===== src/rtl/angle_reducer.sv =====
`default_nettype none
// ============================================================================
//  Module      : angle_reducer
//  Description : Reduces an unsigned integer angle modulo FULL_TURN, then
//                folds it into [0, FULL_TURN/4] with quadrant and sign flags.
//  Revision    : 1.0 - initial release
// ============================================================================
module angle_reducer #(
    parameter int unsigned     DATA_WIDTH = 64,
    parameter longint unsigned FULL_TURN  = 360
) (
    input  logic                  clk,
    input  logic                  reset,
    input  logic                  in_valid,
    output logic                  in_ready,
    input  logic [DATA_WIDTH-1:0] data_in,
    output logic                  out_valid,
    input  logic                  out_ready,
    output logic [DATA_WIDTH-1:0] data_out,
    output logic [1:0]            quadrant,
    output logic                  sin_neg,
    output logic                  cos_neg,
    output logic                  busy
);

    localparam int unsigned           c_CNT_W    = $clog2(DATA_WIDTH + 1);
    localparam logic [DATA_WIDTH-1:0] c_FULL     = DATA_WIDTH'(FULL_TURN);
    localparam logic [DATA_WIDTH+1:0] c_FULL_EXT = (DATA_WIDTH + 2)'(FULL_TURN);
    localparam logic [DATA_WIDTH-1:0] c_QUARTER  = DATA_WIDTH'(FULL_TURN / 4);
    localparam logic [DATA_WIDTH-1:0] c_HALF     = DATA_WIDTH'(FULL_TURN / 2);
    localparam logic [DATA_WIDTH-1:0] c_THREE_Q  = DATA_WIDTH'((FULL_TURN / 4) * 3);

    localparam logic [1:0] c_S_IDLE   = 2'd0;
    localparam logic [1:0] c_S_DIVIDE = 2'd1;
    localparam logic [1:0] c_S_FOLD   = 2'd2;
    localparam logic [1:0] c_S_DONE   = 2'd3;

    logic [1:0]            r_state;
    logic [DATA_WIDTH-1:0] r_dividend;
    logic [DATA_WIDTH:0]   r_rem;
    logic [c_CNT_W-1:0]    r_count;
    logic [DATA_WIDTH-1:0] r_angle;
    logic [DATA_WIDTH-1:0] r_data_out;
    logic [1:0]            r_quadrant;
    logic                  r_sin_neg;
    logic                  r_cos_neg;
    logic                  r_out_valid;

    logic [DATA_WIDTH+1:0] w_shift;
    logic [DATA_WIDTH+1:0] w_rem_next;
    logic [DATA_WIDTH-1:0] w_fold_data;
    logic [1:0]            w_fold_quad;

    // Restoring step: shift in the next dividend bit, subtract the modulus if it fits.
    assign w_shift    = {r_rem, r_dividend[DATA_WIDTH-1]};
    assign w_rem_next = (w_shift >= c_FULL_EXT) ? (w_shift - c_FULL_EXT) : w_shift;

    always_comb begin
        w_fold_data = r_angle;
        w_fold_quad = 2'b00;
        if (r_angle <= c_QUARTER) begin
            w_fold_data = r_angle;
            w_fold_quad = 2'b00;
        end else if (r_angle <= c_HALF) begin
            w_fold_data = c_HALF - r_angle;
            w_fold_quad = 2'b01;
        end else if (r_angle <= c_THREE_Q) begin
            w_fold_data = r_angle - c_HALF;
            w_fold_quad = 2'b10;
        end else begin
            w_fold_data = c_FULL - r_angle;
            w_fold_quad = 2'b11;
        end
    end

    always_ff @(posedge clk) begin
        if (reset) begin
            r_state     <= c_S_IDLE;
            r_dividend  <= '0;
            r_rem       <= '0;
            r_count     <= '0;
            r_angle     <= '0;
            r_data_out  <= '0;
            r_quadrant  <= 2'b00;
            r_sin_neg   <= 1'b0;
            r_cos_neg   <= 1'b0;
            r_out_valid <= 1'b0;
        end else begin
            case (r_state)
                c_S_IDLE: begin
                    if (in_valid) begin
                        if (data_in < c_FULL) begin
                            r_angle <= data_in;
                            r_state <= c_S_FOLD;
                        end else begin
                            r_dividend <= data_in;
                            r_rem      <= '0;
                            r_count    <= c_CNT_W'(DATA_WIDTH);
                            r_state    <= c_S_DIVIDE;
                        end
                    end
                end
                c_S_DIVIDE: begin
                    r_rem      <= (DATA_WIDTH + 1)'(w_rem_next);
                    r_dividend <= {r_dividend[DATA_WIDTH-2:0], 1'b0};
                    r_count    <= r_count - c_CNT_W'(1);
                    if (r_count == c_CNT_W'(1)) begin
                        r_angle <= DATA_WIDTH'(w_rem_next);
                        r_state <= c_S_FOLD;
                    end
                end
                c_S_FOLD: begin
                    r_data_out  <= w_fold_data;
                    r_quadrant  <= w_fold_quad;
                    r_sin_neg   <= w_fold_quad[1];
                    r_cos_neg   <= w_fold_quad[1] ^ w_fold_quad[0];
                    r_out_valid <= 1'b1;
                    r_state     <= c_S_DONE;
                end
                default: begin
                    if (out_ready) begin
                        r_out_valid <= 1'b0;
                        r_state     <= c_S_IDLE;
                    end
                end
            endcase
        end
    end

    assign in_ready  = (r_state == c_S_IDLE);
    assign busy      = (r_state != c_S_IDLE);
    assign out_valid = r_out_valid;
    assign data_out  = r_data_out;
    assign quadrant  = r_quadrant;
    assign sin_neg   = r_sin_neg;
    assign cos_neg   = r_cos_neg;

endmodule
`default_nettype wire


===== config.mk =====
export PLATFORM = sky130hd
export DESIGN_NAME = angle_reducer
export DESIGN_NICKNAME = d
export VERILOG_FILES = /design/src/rtl/angle_reducer.sv
export SDC_FILE = /design/constraint.sdc
export NUM_CORES = 1
export LEC_CHECK = 0
export ABC_AREA = 1
export CORE_ASPECT_RATIO = 0.7
export CORE_MARGIN = 2
export CORE_UTILIZATION = 40
export CTS_CLUSTER_SIZE = 16
export DETAILED_ROUTE_END_ITERATION = 10
export SETUP_SLACK_MARGIN = 0.2
export SLEW_MARGIN = 20
export SYNTH_ARGS = -nofsm -noshare
export SYNTH_HDL_FRONTEND = slang
export SYNTH_SLANG_ARGS = --single-unit
export TNS_END_PERCENT = 100

===== constraint.sdc =====
create_clock -name clk -period 3.2 [get_ports clk]
set_input_delay 0.8 -clock clk [delete_from_list [all_inputs] [get_ports clk]]
set_output_delay 0.8 -clock clk [all_outputs]
set_load 0.01 [all_outputs]

==> impl_metrics.ini <==
[hold_path]
hold_path_class = flop to flop
hold_start = cos_neg

[worst_setup_path]
crit_arrival_ns = 2.11
critPathKind = flop to primary output
crit_chain = inv_1 > ha_2 > inv_1 > clkdlybuf4s50_1
cpPeakStageDelay_ns = 0.55
end_kind = primary output
cp_slowest_cell = clkdlybuf4s50_1
crit_fanout = 6
crit_path_frequent_cell = inv_1
r2r-start = r_angle[0]
worstPathRequired_ns = 2.40
crit_start = r_state[0]
cp-start-kind = flop

[place]
hpwlAfterDp_mm = 46.8
place.gp.congestion = 1.01
io_buffer_count = 138
dp_cells = 3465

[power_and_ir_drop]
netSwitchingPower_mw = 14.6
switching_share = 0.546
clkPwrFrac = 0.137
leakage_nw = 9.17
power_density_mw_per_mm2 = 1330
seqPwrFrac = 0.232
pwr-share-comb = 0.631
peakVddDrop_mv = 0.536
intPower_mw = 12.1

[sta]
min_period_ns = 2.91
worstMarginPinSlew_ns = 0.909
clock_skew_ns = 0.0221
hold_viol = 0
slew_violations = 0
finalCritPeriodShare = 0.911
relSlewSlack = 0.394
fin_setup_tns_ns = 0
setup_viol = 0
whs_ns = 0.465
rsz0062_at_grt = false
fmax_mhz = 343

[clocking]
clk_pin_slew_worst_paths_ns = 0.06
clockBufferDepth = 3
cts_tree = done
worstSkewPairLatency_ns = 0.60
htreeDepth = 1
postCtsSetupBuffers = 0
cts_num_sinks = 270
numCtsBuffers = 29
cts-root-buf = clkbuf_16

[detailed_routing]
vias = 18658
wl_mm = 62.2
dr.pass1.iters = 6
postRouteAntennaNets = 0
dr.first_iter.drc_count = 1718
via_per_inst = 5.30
drc_errors = 0
wl_per_cell_um = 17.7

[synth]
syn_area_sq_mm = 0.0172
yosysTopAreaCell = dfxtp_1
synthTopCellsByArea = dfxtp_1 31%, nand2_1 19%, nor2_1 11%, a21oi_1 6.0%, nand3_1 5.5%
synth_seq_cells = 270
synthCells = 2867
ys_seq_area_frac = 0.315
yosys_warnings = 0
yosys-top-cells-count = 892 x nand2_1, 503 x nor2_1, 270 x dfxtp_1, 209 x inv_1, 205 x a21oi_1
synthArstFlopShare = 0
synth_nets = 2948
synth_edf_count = 0
synth_top_area_share = 0.315
dominantRegCellSynth = dfxtp_1
syn_area_per_cell_sq_um = 5.99
synthDistinctLibCells = 44
synth.most_common_cell = nand2_1

[floorplanning]
dieHeight_um = 177
rows = 63
io_pins = 139
dieArea_sq_mm = 0.0446
coreArea_sq_mm = 0.0423
initial_core_util = 0.406
dieWidth_um = 252

[global_routing]
antenna_found_initial = 0
grt_pass1_wl_mm = 96.7
grt_usage = 0.276
grt_pass1_vias = 16879
grt_max_degree = 179
grt.overflow.total = 0

[layout]
antenna-diode-count = 0
fin_cells = 3518
multi_input_area_sq_mm = 0.0103
fin_nets = 3025
fill_cells = 4514
area_growth_pct = 17.2
final_layout_size_suffix_gt1_frac = 0.0570
register_area_sq_mm = 0.00541

[status]
status = complete, no violations

[flow_run]
drv_cap = 0
cell usage in the layout (no fill, tap or decap), drive strengths merged, types with 10 or more instances in the layout:
| cell type | n |
|---|---|
| a21oi | 208 |
| buf | 42 |
| clkbuf | 38 |
| clkdlybuf4s50 | 137 |
| dfxtp | 270 |
| ha | 13 |
| inv | 229 |
| nand2 | 910 |
| nand3 | 192 |
| nand3b | 10 |
| nand4 | 46 |
| nor2 | 527 |
| nor3 | 18 |
| o21ai | 163 |
| xnor2 | 29 |
| xor2 | 74 |
area by class of cell:
cell class                 count  area share
multi-input combinational   2236       0.511
sequential                   270       0.269
timing repair buffer         179      0.0922
inverter                     228      0.0426
clock buffer                  38      0.0417
tap                          552      0.0343
clock inverter                15     0.00920
cell families (layout without fill, tap and decap cells):
group	Yosys count	after routing	share of synthesized area
and+or+nand+nor	1712	1712	0.410
DFF	270	270	0.315
AOI/OAI and AO/OA	408	408	0.125
buffers and inverters	361	460	0.0881
xor gates and xnor gates	103	103	0.0525
adders and majority gates	13	13	0.00947
final timing paths:
path,endpoint,slack [ns],cells past startpoint
max reg2reg,data_out[56],0.39,13
min reg2reg,cos_neg,0.47,2
max,busy,0.29,4
min,cos_neg,0.47,2
metrics by stage:
stage / util / power [mW] / setup slack, ns / area, sq um
after global placement: 0.451 / 22.4 / 0.170 / 19100
after detailed placement: 0.451 / 22.5 / 0.126 / 19100
after floorplan: - / 17.0 / 0.988 / 17200
final: 0.476 / 26.7 / 0.285 / 20100
after CTS: 0.475 / 26.3 / 0.276 / 20100
after global routing: 0.476 / 28.8 / 0.203 / 20100
state kept, by name, indices dropped and copies added (netlist names):
register / flops
r_dividend: 64
quadrant: 2
r_angle: 64
data_out: 64
r_count: 7
r_rem: 65
out_valid: 1
r_state: 2
cos_neg: 1
critical path: cells and delay by family (launching register included):
kind,cells,cell delay [ns]
adder cells (fa/ha/maj),1,0.27
buffers and inverters,3,0.81
flip-flops,1,0.42
routing by layer:
layer / routed length [um] / track usage / part of all wire
met1: 30300 / 0.420 / 0.49
met2: 24900 / 0.399 / 0.40
met3: 5950 / 0.0579 / 0.096
met4: 1070 / 0.0494 / 0.017
met5: 0 / 0 / 0
power groups by stage:
| stage | clock [mW] | sequential (mW) | combinational [mW] |
|---|---|---|---|
| floorplan | 0 | 5.70 | 11.3 |
| global placement | 0 | 6.17 | 16.2 |
| detailed placement | 0 | 6.20 | 16.3 |
| CTS | 3.73 | 6.15 | 16.4 |
| global route | 3.85 | 6.32 | 18.7 |
| finish | 3.65 | 6.19 | 16.9 |
repair_timing:
item                                    in CTS  in global routing
gates resized for setup                      1                  2
hold buffers                                 0                  0
endpoints found under the setup margin       1                  2
Power figures use the tool's default switching activity.
